==> src/rtl/hpu_cmd_id_tracker_pkg.sv <==
// Shared configuration and types for the HPU command-id tracker.
// Holds the command-id layout carried on completion responses
// and the slot-id type shared by the allocator and the slot banks.
package hpu_cmd_id_tracker_pkg;

   localparam int NUM_CORES          = 8;
   localparam int NUM_HPU_CMDS       = 4;
   localparam int NUM_CLUSTERS       = 4;
   localparam int NUM_CMD_INTERFACES = 3;

   localparam int CLUSTER_W = $clog2(NUM_CLUSTERS);
   localparam int CORE_W    = $clog2(NUM_CORES);
   localparam int SLOT_W    = $clog2(NUM_HPU_CMDS);

   typedef logic [SLOT_W-1:0] hpu_slot_id_t;

   // Globally unique command id: which cluster, which core, which local slot.
   typedef struct packed {
      logic [CLUSTER_W-1:0] cluster_id;
      logic [CORE_W-1:0]    core_id;
      hpu_slot_id_t         local_cmd_id;
   } pspin_cmd_id_t;

endpackage

==> src/rtl/hpu_cmd_id_tracker_if.sv <==
// Bundle between the HPU drivers / command unit and the id tracker.
// master = driver/command-unit side, slave = tracker side.
// Responses carry no backpressure; allocation is request/grant.
interface hpu_cmd_id_tracker_if
   import hpu_cmd_id_tracker_pkg::*;
#(
   parameter int NUM_CORES      = hpu_cmd_id_tracker_pkg::NUM_CORES,
   parameter int NUM_HPU_CMDS   = hpu_cmd_id_tracker_pkg::NUM_HPU_CMDS,
   parameter int NUM_CLUSTERS   = hpu_cmd_id_tracker_pkg::NUM_CLUSTERS,
   parameter int NUM_RESP_PORTS = hpu_cmd_id_tracker_pkg::NUM_CMD_INTERFACES
);
   localparam int CW = $clog2(NUM_CLUSTERS);
   localparam int SW = $clog2(NUM_HPU_CMDS);
   localparam int KW = $clog2(NUM_CORES);

   logic [CW-1:0]                        cluster_id_i;
   logic [NUM_CORES-1:0]                 alloc_req_i;
   logic [NUM_CORES-1:0]                 alloc_evt_i;
   logic [NUM_CORES-1:0]                 alloc_gnt_o;
   hpu_slot_id_t [NUM_CORES-1:0]         alloc_id_o;
   logic [NUM_RESP_PORTS-1:0]            resp_valid_i;
   pspin_cmd_id_t [NUM_RESP_PORTS-1:0]   resp_cmd_id_i;
   logic [KW-1:0]                        test_core_i;
   hpu_slot_id_t                         test_id_i;
   logic                                 test_done_o;
   logic [NUM_CORES-1:0][SW:0]           inflight_cnt_o;
   logic [NUM_CORES-1:0]                 evt_valid_o;
   hpu_slot_id_t [NUM_CORES-1:0]         evt_id_o;
   logic                                 spurious_o;

   modport master (
      output cluster_id_i, alloc_req_i, alloc_evt_i, resp_valid_i, resp_cmd_id_i,
             test_core_i, test_id_i,
      input  alloc_gnt_o, alloc_id_o, test_done_o, inflight_cnt_o,
             evt_valid_o, evt_id_o, spurious_o
   );

   modport slave (
      input  cluster_id_i, alloc_req_i, alloc_evt_i, resp_valid_i, resp_cmd_id_i,
             test_core_i, test_id_i,
      output alloc_gnt_o, alloc_id_o, test_done_o, inflight_cnt_o,
             evt_valid_o, evt_id_o, spurious_o
   );

endinterface

==> src/rtl/hpu_cmd_slot_bank.sv <==
// Per-core slot state: busy/evt/pending bitmaps, free-slot pick, in-flight count, event drain.
// Latency: grant is combinational from registers; retire and event pulse appear one edge later.
// Backpressure: none; queued events drain one per cycle, lowest slot first.
module hpu_cmd_slot_bank
   import hpu_cmd_id_tracker_pkg::*;
#(
   parameter int NUM_HPU_CMDS   = hpu_cmd_id_tracker_pkg::NUM_HPU_CMDS,
   parameter int NUM_RESP_PORTS = hpu_cmd_id_tracker_pkg::NUM_CMD_INTERFACES,
   localparam int SW            = $clog2(NUM_HPU_CMDS)
) (
   input  logic                              clk,
   input  logic                              rst_n,
   input  logic                              alloc_req,
   input  logic                              alloc_evt,
   output logic                              alloc_gnt,
   output hpu_slot_id_t                      alloc_id,
   input  logic [NUM_RESP_PORTS-1:0]         ret_vld,
   input  hpu_slot_id_t [NUM_RESP_PORTS-1:0] ret_slot,
   output logic [NUM_HPU_CMDS-1:0]           busy,
   output logic [SW:0]                       inflight_cnt,
   output logic                              evt_valid,
   output hpu_slot_id_t                      evt_id
);

   logic [NUM_HPU_CMDS-1:0] evt_bm;
   logic [NUM_HPU_CMDS-1:0] pending;

   logic [NUM_HPU_CMDS-1:0] clr_mask;
   logic [NUM_HPU_CMDS-1:0] set_mask;
   logic [NUM_HPU_CMDS-1:0] new_evt;
   logic [NUM_HPU_CMDS-1:0] pending_nxt;
   logic [SW:0]             retire_cnt;
   logic                    first_vld;
   hpu_slot_id_t            first_slot;
   hpu_slot_id_t            pend_low;
   logic                    evt_valid_nxt;
   hpu_slot_id_t            evt_id_nxt;

   // Lowest free slot from the registered bitmap; grant only when not full.
   always_comb begin
      alloc_id = '0;
      for (int i = NUM_HPU_CMDS - 1; i >= 0; i--) begin
         if (!busy[i]) alloc_id = hpu_slot_id_t'(i);
      end
      alloc_gnt = alloc_req & ~(&busy);
      set_mask  = '0;
      for (int i = 0; i < NUM_HPU_CMDS; i++) begin
         set_mask[i] = alloc_gnt && (alloc_id == hpu_slot_id_t'(i));
      end
   end

   // Retire mask, retirement count and the first event in port order.
   always_comb begin
      clr_mask   = '0;
      first_vld  = 1'b0;
      first_slot = '0;
      for (int p = 0; p < NUM_RESP_PORTS; p++) begin
         if (ret_vld[p]) clr_mask[ret_slot[p]] = 1'b1;
      end
      // Descending scan so the lowest port with an event wins.
      for (int p = NUM_RESP_PORTS - 1; p >= 0; p--) begin
         if (ret_vld[p] && evt_bm[ret_slot[p]]) begin
            first_vld  = 1'b1;
            first_slot = ret_slot[p];
         end
      end
      retire_cnt = '0;
      for (int i = 0; i < NUM_HPU_CMDS; i++) begin
         retire_cnt = retire_cnt + {{SW{1'b0}}, clr_mask[i]};
      end
      new_evt = clr_mask & evt_bm;
   end

   // Event selection: older queued events drain before newly arrived ones.
   always_comb begin
      pend_low = '0;
      for (int i = NUM_HPU_CMDS - 1; i >= 0; i--) begin
         if (pending[i]) pend_low = hpu_slot_id_t'(i);
      end
      evt_valid_nxt = 1'b0;
      evt_id_nxt    = '0;
      pending_nxt   = new_evt;
      if (|pending) begin
         evt_valid_nxt = 1'b1;
         evt_id_nxt    = pend_low;
         pending_nxt   = pending | new_evt;
         pending_nxt[pend_low] = 1'b0;
      end else if (first_vld) begin
         evt_valid_nxt = 1'b1;
         evt_id_nxt    = first_slot;
         pending_nxt[first_slot] = 1'b0;
      end
   end

   // Bitmaps, counter and event outputs update together on each edge.
   always_ff @(posedge clk or negedge rst_n) begin
      if (!rst_n) begin
         busy         <= '0;
         evt_bm       <= '0;
         pending      <= '0;
         inflight_cnt <= '0;
         evt_valid    <= 1'b0;
         evt_id       <= '0;
      end else begin
         busy         <= (busy & ~clr_mask) | set_mask;
         evt_bm       <= (evt_bm & ~clr_mask) | (set_mask & {NUM_HPU_CMDS{alloc_evt}});
         pending      <= pending_nxt;
         inflight_cnt <= inflight_cnt + {{SW{1'b0}}, alloc_gnt} - retire_cnt;
         evt_valid    <= evt_valid_nxt;
         evt_id       <= evt_id_nxt;
      end
   end

endmodule

==> src/rtl/hpu_cmd_id_tracker.sv <==
// Cluster-level HPU command-id allocator/retire tracker with per-core completion events.
// Latency: grant 0 cycles, slot free and event pulse 1 cycle after the response.
// Backpressure: none on responses; bad responses are dropped and flagged on sticky spurious_o.
module hpu_cmd_id_tracker
   import hpu_cmd_id_tracker_pkg::*;
#(
   parameter int NUM_CORES      = hpu_cmd_id_tracker_pkg::NUM_CORES,
   parameter int NUM_HPU_CMDS   = hpu_cmd_id_tracker_pkg::NUM_HPU_CMDS,
   parameter int NUM_CLUSTERS   = hpu_cmd_id_tracker_pkg::NUM_CLUSTERS,
   parameter int NUM_RESP_PORTS = hpu_cmd_id_tracker_pkg::NUM_CMD_INTERFACES
) (
   input  logic                 clk_i,
   input  logic                 rst_ni,
   hpu_cmd_id_tracker_if.slave  bus
);
   localparam int SW = $clog2(NUM_HPU_CMDS);

   logic [NUM_CORES-1:0][NUM_HPU_CMDS-1:0]   busy;
   logic [NUM_CORES-1:0][NUM_RESP_PORTS-1:0] ret_vld;
   hpu_slot_id_t [NUM_RESP_PORTS-1:0]        ret_slot;
   logic [NUM_RESP_PORTS-1:0]                match;
   logic [NUM_RESP_PORTS-1:0]                dup;
   logic [NUM_RESP_PORTS-1:0]                retire;
   logic [NUM_RESP_PORTS-1:0]                bad;
   logic                                     spurious;

   logic [NUM_CORES-1:0]                     gnt;
   hpu_slot_id_t [NUM_CORES-1:0]             alloc_id;
   logic [NUM_CORES-1:0][SW:0]               cnt;
   logic [NUM_CORES-1:0]                     evt_valid;
   hpu_slot_id_t [NUM_CORES-1:0]             evt_id;

   // Response decode: cluster match, duplicate suppression, busy check, per-core routing.
   always_comb begin
      match   = '0;
      dup     = '0;
      retire  = '0;
      bad     = '0;
      ret_vld = '0;
      for (int p = 0; p < NUM_RESP_PORTS; p++) begin
         ret_slot[p] = bus.resp_cmd_id_i[p].local_cmd_id;
         match[p]    = bus.resp_valid_i[p] &&
                       (bus.resp_cmd_id_i[p].cluster_id == bus.cluster_id_i);
      end
      for (int p = 0; p < NUM_RESP_PORTS; p++) begin
         // A later port naming a slot already named by an earlier port is a duplicate.
         for (int q = 0; q < NUM_RESP_PORTS; q++) begin
            if (q < p && match[q] &&
                bus.resp_cmd_id_i[q].core_id == bus.resp_cmd_id_i[p].core_id &&
                bus.resp_cmd_id_i[q].local_cmd_id == bus.resp_cmd_id_i[p].local_cmd_id)
               dup[p] = 1'b1;
         end
         retire[p] = match[p] && !dup[p] &&
                     busy[bus.resp_cmd_id_i[p].core_id][bus.resp_cmd_id_i[p].local_cmd_id];
         bad[p]    = bus.resp_valid_i[p] && !retire[p];
         for (int c = 0; c < NUM_CORES; c++) begin
            ret_vld[c][p] = retire[p] && (bus.resp_cmd_id_i[p].core_id == CORE_W'(c));
         end
      end
   end

   // Sticky error flag, cleared only by reset.
   always_ff @(posedge clk_i or negedge rst_ni) begin
      if (!rst_ni) spurious <= 1'b0;
      else if (|bad) spurious <= 1'b1;
   end

   for (genvar c = 0; c < NUM_CORES; c++) begin : g_core
      hpu_cmd_slot_bank #(
         .NUM_HPU_CMDS   (NUM_HPU_CMDS),
         .NUM_RESP_PORTS (NUM_RESP_PORTS)
      ) u_bank (
         .clk          (clk_i),
         .rst_n        (rst_ni),
         .alloc_req    (bus.alloc_req_i[c]),
         .alloc_evt    (bus.alloc_evt_i[c]),
         .alloc_gnt    (gnt[c]),
         .alloc_id     (alloc_id[c]),
         .ret_vld      (ret_vld[c]),
         .ret_slot     (ret_slot),
         .busy         (busy[c]),
         .inflight_cnt (cnt[c]),
         .evt_valid    (evt_valid[c]),
         .evt_id       (evt_id[c])
      );
   end

   assign bus.alloc_gnt_o    = gnt;
   assign bus.alloc_id_o     = alloc_id;
   assign bus.inflight_cnt_o = cnt;
   assign bus.evt_valid_o    = evt_valid;
   assign bus.evt_id_o       = evt_id;
   assign bus.spurious_o     = spurious;
   assign bus.test_done_o    = ~busy[bus.test_core_i][bus.test_id_i];

endmodule

==> src/flat_wrapper.sv <==
// flat-port wrapper written by rule: the top's interface ports become plain ports
module hpu_cmd_id_tracker_flat import hpu_cmd_id_tracker_pkg::*;
#(
   parameter int NUM_CORES      = hpu_cmd_id_tracker_pkg::NUM_CORES,
   parameter int NUM_HPU_CMDS   = hpu_cmd_id_tracker_pkg::NUM_HPU_CMDS,
   parameter int NUM_CLUSTERS   = hpu_cmd_id_tracker_pkg::NUM_CLUSTERS,
   parameter int NUM_RESP_PORTS = hpu_cmd_id_tracker_pkg::NUM_CMD_INTERFACES
)
  (clk_i, rst_ni, bus_cluster_id_i, bus_alloc_req_i, bus_alloc_evt_i, bus_resp_valid_i, bus_resp_cmd_id_i, bus_test_core_i, bus_test_id_i, bus_alloc_gnt_o, bus_alloc_id_o, bus_test_done_o, bus_inflight_cnt_o, bus_evt_valid_o, bus_evt_id_o, bus_spurious_o);
  hpu_cmd_id_tracker_if #(.NUM_CORES(NUM_CORES), .NUM_HPU_CMDS(NUM_HPU_CMDS), .NUM_CLUSTERS(NUM_CLUSTERS), .NUM_RESP_PORTS(NUM_RESP_PORTS)) bus_i ();
  input  logic clk_i;
  input  logic rst_ni;
  input wire logic [$bits(bus_i.cluster_id_i)-1:0] bus_cluster_id_i;
  input wire logic [$bits(bus_i.alloc_req_i)-1:0] bus_alloc_req_i;
  input wire logic [$bits(bus_i.alloc_evt_i)-1:0] bus_alloc_evt_i;
  input wire logic [$bits(bus_i.resp_valid_i)-1:0] bus_resp_valid_i;
  input wire logic [$bits(bus_i.resp_cmd_id_i)-1:0] bus_resp_cmd_id_i;
  input wire logic [$bits(bus_i.test_core_i)-1:0] bus_test_core_i;
  input wire logic [$bits(bus_i.test_id_i)-1:0] bus_test_id_i;
  output wire logic [$bits(bus_i.alloc_gnt_o)-1:0] bus_alloc_gnt_o;
  output wire logic [$bits(bus_i.alloc_id_o)-1:0] bus_alloc_id_o;
  output wire logic [$bits(bus_i.test_done_o)-1:0] bus_test_done_o;
  output wire logic [$bits(bus_i.inflight_cnt_o)-1:0] bus_inflight_cnt_o;
  output wire logic [$bits(bus_i.evt_valid_o)-1:0] bus_evt_valid_o;
  output wire logic [$bits(bus_i.evt_id_o)-1:0] bus_evt_id_o;
  output wire logic [$bits(bus_i.spurious_o)-1:0] bus_spurious_o;
  assign bus_i.cluster_id_i = bus_cluster_id_i;
  assign bus_i.alloc_req_i = bus_alloc_req_i;
  assign bus_i.alloc_evt_i = bus_alloc_evt_i;
  assign bus_i.resp_valid_i = bus_resp_valid_i;
  assign bus_i.resp_cmd_id_i = bus_resp_cmd_id_i;
  assign bus_i.test_core_i = bus_test_core_i;
  assign bus_i.test_id_i = bus_test_id_i;
  assign bus_alloc_gnt_o = bus_i.alloc_gnt_o;
  assign bus_alloc_id_o = bus_i.alloc_id_o;
  assign bus_test_done_o = bus_i.test_done_o;
  assign bus_inflight_cnt_o = bus_i.inflight_cnt_o;
  assign bus_evt_valid_o = bus_i.evt_valid_o;
  assign bus_evt_id_o = bus_i.evt_id_o;
  assign bus_spurious_o = bus_i.spurious_o;
  hpu_cmd_id_tracker #(.NUM_CORES(NUM_CORES), .NUM_HPU_CMDS(NUM_HPU_CMDS), .NUM_CLUSTERS(NUM_CLUSTERS), .NUM_RESP_PORTS(NUM_RESP_PORTS)) u_core (.clk_i(clk_i), .rst_ni(rst_ni), .bus(bus_i));
endmodule
==> config.mk <==
export PLATFORM = sky130hd
export DESIGN_NAME = hpu_cmd_id_tracker_flat
export DESIGN_NICKNAME = d
export VERILOG_FILES = /design/src/rtl/hpu_cmd_id_tracker_pkg.sv /design/src/rtl/hpu_cmd_id_tracker_if.sv /design/src/rtl/hpu_cmd_slot_bank.sv /design/src/rtl/hpu_cmd_id_tracker.sv /design/src/flat_wrapper.sv
export SDC_FILE = /design/constraint.sdc
export NUM_CORES = 1
export LEC_CHECK = 0
export ABC_AREA = 1
export ABC_CLOCK_PERIOD_IN_PS = 3350
export CAP_MARGIN = 20
export CORE_MARGIN = 5
export CORE_UTILIZATION = 40
export CTS_BUF_LIST = sky130_fd_sc_hd__clkbuf_2 sky130_fd_sc_hd__clkbuf_4 sky130_fd_sc_hd__clkbuf_8
export DETAILED_ROUTE_END_ITERATION = 10
export PLACE_DENSITY = 0.72
export SLEW_MARGIN = 20
export SYNTH_ARGS = -nofsm -noshare
export SYNTH_HDL_FRONTEND = slang
export SYNTH_SLANG_ARGS = --single-unit
==> constraint.sdc <==
create_clock -name clk_i -period 3.35 [get_ports clk_i]
set_input_delay 0.335 -clock clk_i [delete_from_list [all_inputs] [get_ports clk_i]]
set_output_delay 0.335 -clock clk_i [all_outputs]
set_load 0.1 [all_outputs]
==> out/results.txt, run 1 <==
Max Cap Violations: 0
Final Hold Vio Count: 0
Nets: 2127
maximum count of clock buffers along a single path: 2
footprint of the multi-input gates: 0.00679 sq mm
Max-slew headroom: 33.1%
HPWL after DPL: 34800 um
DIE AREA: 0.0323 sq mm
vias post-DR: 12900
GPL Wtd Cong: 1.05
remaining antenna violation count: 0
CP arrival: 3.71 ns
IO Pins: 123
CTS clk-pin slew, worst paths: 0.11 ns
dpl cells: 2347
final setup vio count: 0
PD cells: 819 mW/mm^2
Area Overhead vs Synth: 36.1%
syn nets: 1784
Pleak: 8.45 nW
clock skew: 0.0275 ns
crit-path max FO: 5
CTS Buf Count: 17
largest net degree at the start of global routing: 71
# H-tree levels: 4
DRC: 0
min cycle time layout: 3.33 ns
Port Buffers: 122
Synthesis Warnings: 0
Design Power: 12.9 mW
final wirelength: 46100 um
DR vias/cell: 5.30
filler cell count: 2726
RSZ-0062 raised after global routing: yes
crit end category: register
outcome: completed
area leader, netlist: dfrtp_1
Clock Sinks: 145
Post-DP Area: 0.0144 sq mm
WP data required: 3.73 ns
worst skew pair latency: 0.52 ns
die height: 180 um
Peak supply drop: 0.000747 V
fin area: 0.0157 sq mm
register area: 0.00364 sq mm
register bit total from synthesis: 145
share of cells above drive strength 1: 24.6%
Avg Cell Area, Syn: 6.81 sq um
FMAX: 301 MHz
Cells after Synth: 1695
DR WL/cell: 18.9 um
num rows: 62
die width: 180 um
CP Class: reg -> reg
synth top area cells: dfrtp_1, nand2_1, inv_1
post-synth cell types: 47
Cell Area, Synth: 0.0115 sq mm
CP Launch Type: register
initial core utilization: 40.3%
first-pass GRT wire length: 70600 um
CTS root buf: clkbuf_8
1st-pass router iterations: 5
fin crit share: 99.3%
area fraction of the dominant cell type after synthesis: 31.5%
Finished Core Util: 54.9%
CTS tree: yes
initial antenna violation count: 1
vias in the first global route: 12600
Worst Hold Class: in -> async
sequential cell area fraction in the yosys report: 31.5%
CP cell instances: nor2_1 > nor2_1 > nand3_2 > nand2_2 > nor2_2 > nor2_4 > nand2_8 > buf_12 > nor3_4 > nand2_1 > nand3_2 > inv_2 > fa_1 > ha_2 > inv_2 > fa_2 > xor2_2 > xnor2_1
CP peak stage delay: 0.54 ns
Final Non-Filler Cells: 2436
1st-iter DRT viols: 1228
Overflow after GRT: 0
Slew @ Worst Pin: 1.00 ns
Core Region: 0.0286 sq mm
Slowest-stage cell, CP: fa_1
total track usage: 27.8%
Final Max Slew Viols: 0
[power breakdown]
group	internal [mW]	switching [mW]	total, mW
clock	0.702	0.834	1.54
combinational	2.64	5.76	8.40
sequential	2.33	0.586	2.91
[repair_timing]
item	CTS	global route
endpoints found under the setup margin	14	12
hold buffers	1	0
pin swaps	10	40
cloned	1	1
endpoints found under the hold margin	68	0
resized for setup	44	89
setup buffers	13	40
[per-layer routing]
layer / track usage [%] / vias up / share of wire, %
met5: 0 / - / 0
met4: 12.2 / 0 / 5.0
met3: 6.59 / 157 / 8.8
met2: 44.2 / 620 / 45
met1: 36.1 / 6025 / 41
li1: - / 6109 / -
[cell usage after synthesis, drive strengths merged]
cell type  count
ha            16
xnor2         23
o22ai         49
nand3        179
o221ai         2
buf           43
nor3          10
a21boi         5
xor2          13
nand3b         1
and3           1
clkbuf         9
a31oi          1
o2111ai        8
o211ai         8
a22oi          2
a311oi         1
nand2        478
or2            5
nor2         189
fa            24
a21oi         37
o21bai         1
a221oi        16
o21ai        117
clkinv         2
dfrtp        145
nand4         24
inv          286
[cell type report]
type	count	area share (%)
Timing Repair Buffer	375	20.8
Clock buffer	17	1.49
Sequential cell	145	23.2
Clock inverter	15	1.19
Multi-Input combinational cell	1211	43.2
Inverter	288	6.96
Antenna cell	1	0.0159
Tap cell	384	3.06
[registers in the layout (all words and copies together), names as in the netlist]
register	flops
u_core.g_core.u_bank.inflight_cnt	24
u_core.g_core.u_bank.evt_valid	8
u_core.g_core.u_bank.evt_bm	32
u_core.g_core.u_bank.busy	32
u_core.bus.spurious_o	1
u_core.g_core.u_bank.pending	32
u_core.g_core.u_bank.evt_id	16
[cells in the final DEF (no fill, tap or decap), types with 37 or more instances in the layout]
cell / n
o21ai_0: 96
nor2_1: 170
nand2_1: 438
inv_1: 246
nand3_1: 137
buf_4: 259
o22ai_1: 49
inv_2: 37
dfrtp_1: 133
nand3_2: 40
clkdlybuf4s50_1: 84
[cells by family (layout without fill, tap and decap cells)]
group,after synthesis,in the layout,share of synthesized area (%)
XOR/XNOR,36,36,2.73
other,0,1,0
AND/OR/NAND/NOR,887,888,34.8
AO/OA/AOI/OAI,247,247,12.6
adder cells (fa/ha/maj),40,40,5.90
buffers and inverters,340,695,12.5
flip-flops,145,145,31.5
[metrics by stage]
| stage | worst slack, ns | hold slack (ns) | setup TNS (ns) |
|---|---|---|---|
| 6_report | 0.0236 | 0.423 | 0 |
| 3_3_place_gp | -0.878 | 0.406 | -11.81 |
| 2_1_floorplan | 0.139 | 0.0394 | 0 |
| 4_1_cts | 0.00176 | 0.426 | 0 |
| 5_1_grt | -0.0917 | 0.466 | -0.356 |
| 3_5_place_dp | -0.839 | 0.409 | -11.63 |
[worst max-delay path: cells and delay by family (launching register included)]
| kind | cells | cell delay, ns |
|---|---|---|
| adder cells (fa/ha/maj) | 3 | 1.05 |
| XOR/XNOR | 2 | 0.29 |
| buffers and inverters | 3 | 0.23 |
| flip-flops | 1 | 0.52 |
| AND/OR/NAND/NOR | 10 | 1.08 |
[worst paths after layout]
path | startpoint | end | slack, ns | cells after the start
min | rst_ni | u_core.g_core[4].u_bank.busy[0] | 0.42 | 2
min in group clk_i | bus_resp_cmd_id_i[1] | u_core.g_core[5].u_bank.pending[1] | 0.42 | 5
min reg2reg | u_core.bus.spurious_o | u_core.bus.spurious_o | 0.50 | 2
max in group asynchronous | rst_ni | u_core.g_core[2].u_bank.busy[2] | 2.13 | 3
max reg2reg | u_core.g_core[5].u_bank.busy[3] | u_core.g_core[7].u_bank.inflight_cnt[2] | 0.02 | 18
max | u_core.g_core[5].u_bank.busy[3] | u_core.g_core[7].u_bank.inflight_cnt[2] | 0.02 | 18
(Power assumes the default switching activity.)
==> run 2, diff against run 1 <==
Settings changed: GPL_TIMING_DRIVEN set to 0, PLACE_DENSITY 0.72 to 0.67, REMOVE_ABC_BUFFERS set to 1.
==> out/results.txt, run 2 (same netlist as run 1, synthesis figures left out) <==
Pleak: 7.47 nW
remaining antenna violation count: 0
initial antenna violation count: 1
CTS tree: yes
PD cells: 839 mW/mm^2
crit end category: register
met1 usage: 33.3%
fin crit share: 98.5%
met2 global-route usage: 40.8%
CP Launch Type: register
1st-pass router iterations: 7
Finished Core Util: 50.7%
Max Cap Violations: 0
vias post-DR: 12400
Overflow after GRT: 0
Final Max Slew Viols: 0
min cycle time layout: 3.30 ns
CP arrival: 3.66 ns
CP Class: reg -> reg
DR vias/cell: 5.50
total track usage: 25.5%
CTS Buf Count: 17
DIE AREA: 0.0323 sq mm
die width: 180 um
FMAX: 303 MHz
final setup vio count: 0
Area Overhead vs Synth: 25.8%
Slew @ Worst Pin: 0.992 ns
crit-path max FO: 4
Nets: 1951
DR WL/cell: 18.8 um
clock skew: 0.0157 ns
largest net degree at the start of global routing: 75
maximum count of clock buffers along a single path: 2
first-pass GRT wire length: 65800 um
DRC: 0
outcome: completed
most frequent cells in the layout: nand2_1, inv_1, nor2_1
final wirelength: 42500 um
Final Non-Filler Cells: 2260
worst skew pair latency: 0.48 ns
RSZ-0062 raised after global routing: yes
vias in the first global route: 11800
setup_tns: 0 ns
# H-tree levels: 4
num rows: 62
share of cells above drive strength 1: 17.7%
GPL Wtd Cong: 1.02
Clock Sinks: 145
Core Region: 0.0286 sq mm
CTS root buf: clkbuf_8
initial core utilization: 40.3%
setup ws final: 0.0507 ns
Peak supply drop: 0.000926 V
biggest regs: u_core.g_core.u_bank.busy (32), u_core.g_core.u_bank.evt_bm (32), u_core.g_core.u_bank.pending (32)
Port Buffers: 122
dpl cells: 2156
filler cell count: 2792
Most Crowded Layer GR: met2
HPWL after DPL: 30200 um
die height: 180 um
Worst Hold Class: in -> async
commonest non-fill, non-tap cell in the layout: nand2_1
WP data required: 3.71 ns
Place WS: -1.96 ns
Final Hold Vio Count: 0
CTS clk-pin slew, worst paths: 0.09 ns
IO Pins: 123
met3 Use GR: 5.98%
Max-slew headroom: 33.7%
1st-iter DRT viols: 1398
run 2: stage by stage:
| stage | power, mW | hold WS (ns) | instance area (sq um) |
|---|---|---|---|
| 6_report | 12.2 | 0.382 | 14500 |
| 2_1_floorplan | 8.12 | 0.0394 | 11200 |
| 3_3_place_gp | 9.93 | 0.456 | 12900 |
| 4_1_cts | 11.8 | 0.425 | 13900 |
| 5_1_grt | 12.9 | 0.450 | 14500 |
| 3_5_place_dp | 10.0 | 0.338 | 13000 |
run 2: what timing repair did:
item | in CTS | in global routing
hold buffers | 1 | 0
setup endpoints to repair | 100 | 13
resized for setup | 133 | 105
cloned | 2 | 0
buffers inserted | 38 | 30
pin swaps | 14 | 46
endpoints found under the hold margin | 71 | 0
run 2: worst paths after layout:
check / start / end / slack, ns / cells after the start
max: u_core.g_core[0].u_bank.busy[1] / u_core.g_core[0].u_bank.inflight_cnt[2] / 0.05 / 18
min: rst_ni / u_core.g_core[4].u_bank.inflight_cnt[2] / 0.38 / 2
max reg2reg: u_core.g_core[0].u_bank.busy[1] / u_core.g_core[0].u_bank.inflight_cnt[2] / 0.05 / 18
min reg2reg: u_core.bus.spurious_o / u_core.bus.spurious_o / 0.48 / 2
max in group asynchronous: rst_ni / u_core.g_core[2].u_bank.busy[0] / 2.18 / 3
min in group clk_i: u_core.bus.spurious_o / u_core.bus.spurious_o / 0.48 / 2
run 2: report_power, final:
part           switching, mW  total [mW]  leakage (nW)  internal, mW
registers              0.548        2.88          1.70          2.33
clock network          0.785        1.50         0.196         0.711
logic                   5.55        7.80          5.57          2.25
run 2: layer usage:
layer	share of wire, %	wire [um]	up-vias
li1	-	-	5773
met5	0	0	-
met1	41	17200	5784
met3	9.8	4150	167
met4	4.8	2040	0
met2	45	19100	700
run 2: cell type report:
class,count,area [sq um],share of cell area (%)
diodes,1,2.50,0.0172
clock buffers,19,262,1.80
clock inverters,13,148,1.02
inverters,288,1130,7.76
multi-input cells,1211,7000,48.2
flip-flops and latches,145,3650,25.1
well taps,384,480,3.31
repair buffers,198,1840,12.7
repair inverters,1,11.3,0.0776
run 2: worst max-delay path, cell delays in order (launching register included):
cell and delay (ns):
dfrtp_2 0.46, inv_1 0.13, o21ai_1 0.14, nand2_1 0.09, nand3_1 0.08, nand3_1 0.07
nand2_1 0.08, inv_1 0.06, nand2_4 0.13, nand2_8 0.12, nor2_4 0.19, nand3_1 0.11
nand3_2 0.11, inv_1 0.07, fa_1 0.49, ha_2 0.21, fa_2 0.37, xnor2_2 0.15
xnor2_1 0.12
==> run 3, diff against run 2 <==
Settings changed: CAP_MARGIN 20 to 30.
==> out/results.txt, run 3 (same netlist as run 1, synthesis figures left out) <==
outcome: completed
Final Hold Vio Count: 0
CP arrival: 3.72 ns
setup_tns: 0 ns
initial antenna violation count: 1
Final Max Slew Viols: 0
sequential power share: 23.6%
commonest non-fill, non-tap cell in the layout: nand2_1
Int Power: 5.33 mW
Overflow after GRT: 0
crit-path max FO: 12
Port Buffers: 122
die height: 180 um
DRC: 0
Area Overhead vs Synth: 26.5%
1st-iter DRT viols: 1360
CTS root buf: clkbuf_8
switching power: 6.93 mW
final wirelength: 42900 um
most frequent cells in the layout: nand2_1, inv_1, nor2_1
CTS Buf Count: 17
filler cell count: 2819
worst skew pair latency: 0.49 ns
footprint of the multi-input gates: 0.00702 sq mm
dpl cells: 2156
Final Non-Filler Cells: 2265
DR WL/cell: 18.9 um
Max Cap Violations: 0
die width: 180 um
remaining antenna violation count: 0
PD cells: 840 mW/mm^2
IO Pins: 123
min cycle time layout: 3.33 ns
num rows: 62
CP Class: reg -> reg
largest net degree at the start of global routing: 75
first-pass GRT wire length: 65500 um
register area: 0.00365 sq mm
WP data required: 3.74 ns
initial core utilization: 40.3%
fin area: 0.0146 sq mm
1st-pass router iterations: 9
Finished Core Util: 51.0%
crit end category: register
vias in the first global route: 11800
biggest regs: u_core.g_core.u_bank.busy (32), u_core.g_core.u_bank.evt_bm (32), u_core.g_core.u_bank.pending (32)
CTS tree: yes
combinational share of power: 64.1%
share of cells above drive strength 1: 18.4%
CP Launch Type: register
Clk network pwr share: 12.3%
vias post-DR: 12500
HPWL after DPL: 30200 um
FMAX: 300 MHz
Core Region: 0.0286 sq mm
final setup vio count: 0
RSZ-0062 raised after global routing: yes
Slew @ Worst Pin: 0.996 ns
DIE AREA: 0.0323 sq mm
Nets: 1956
total track usage: 25.4%
maximum count of clock buffers along a single path: 2
Max-slew headroom: 33.4%
Clock Sinks: 145
fin crit share: 99.5%
Post-DP Area: 0.0130 sq mm
Worst Hold Class: in -> async
DR vias/cell: 5.51
# H-tree levels: 4
clock skew: 0.0199 ns
switching part of the total power: 56.5%
CTS clk-pin slew, worst paths: 0.10 ns
Pleak: 7.47 nW
GPL Wtd Cong: 1.02
Peak supply drop: 0.000834 V
run 3: cell types whose count changed in the layout (fill, tap and decap cells not counted), moves of 2 or more:
cell and change:
ha_1 -2, inv_4 +3, nand2_2 -2, buf_4 +8
inv_1 -9, o21ai_1 -2, inv_2 +5
run 3: final cells by class:
| cell class | count | area share (%) |
|---|---|---|
| Clock buffer | 19 | 1.79 |
| Antenna cell | 1 | 0.0172 |
| Clock inverter | 13 | 1.01 |
| Inverter | 288 | 7.81 |
| Timing Repair inverter | 1 | 0.0772 |
| Sequential cell | 145 | 25.0 |
| Multi-Input combinational cell | 1211 | 48.1 |
| Timing Repair Buffer | 203 | 12.9 |
| Tap cell | 384 | 3.29 |
run 3: worst max-delay path, cell delays in order (launching register included):
cell	delay, ns
dfrtp_2	0.45
buf_4	0.15
nand2_1	0.05
nand2_1	0.06
nand2_1	0.13
nand3_1	0.10
nand3_1	0.09
nand2_1	0.07
inv_2	0.07
nand2_4	0.09
nand2_8	0.16
inv_8	0.10
nand3_1	0.10
nand3_2	0.16
fa_1	0.42
ha_1	0.31
fa_1	0.44
xor2_1	0.16
xnor2_1	0.12
run 3: path summary, 6_finish.rpt:
kind | start | to | slack [ns] | depth (start not counted)
worst min register to register | u_core.bus.spurious_o | u_core.bus.spurious_o | 0.49 | 2
min in group clk_i | bus_alloc_evt_i[7] | u_core.g_core[7].u_bank.evt_bm[1] | 0.48 | 3
worst min-delay path | rst_ni | u_core.g_core[4].u_bank.inflight_cnt[2] | 0.37 | 2
max in group asynchronous | rst_ni | u_core.g_core[2].u_bank.busy[0] | 2.19 | 3
worst max-delay path | u_core.g_core[7].u_bank.busy[3] | u_core.g_core[1].u_bank.inflight_cnt[2] | 0.02 | 18
worst max register to register | u_core.g_core[7].u_bank.busy[3] | u_core.g_core[1].u_bank.inflight_cnt[2] | 0.02 | 18
run 3: layer usage:
metal / up-vias / track usage (%) / share of wire [%]
li1: 5787 / - / -
met1: 5870 / 32.6 / 40
met2: 647 / 41.0 / 45
met3: 183 / 6.47 / 9.6
met4: 0 / 10.3 / 5.4
met5: - / 0 / 0
run 3: timing repair:
action	4_1_cts	5_1_grt
gates resized for setup	134	119
pin swaps	13	52
hold buffers	1	0
gates cloned	1	1
endpoints found under the setup margin	103	16
setup buffers	35	38
hold endpoints to repair	71	0
run 3: stage by stage:
step	power (mW)	hold WS, ns	worst slack, ns
after global placement	9.93	0.456	-4.11
after global routing	13.0	0.445	-0.113
after CTS	11.8	0.416	-0.0278
final	12.3	0.366	0.0159
after detailed placement	10.0	0.336	-1.95
after floorplan	8.12	0.0394	-0.343
run 3: power by group through the flow:
stage / combinational, mW / clock [mW] / sequential [mW]
final: 7.86 / 1.51 / 2.89
after global routing: 8.44 / 1.61 / 2.95
after CTS: 7.43 / 1.53 / 2.87
after detailed placement: 7.10 / 0 / 2.94
after global placement: 6.99 / 0 / 2.93
after floorplan: 4.06 / 0 / 4.06
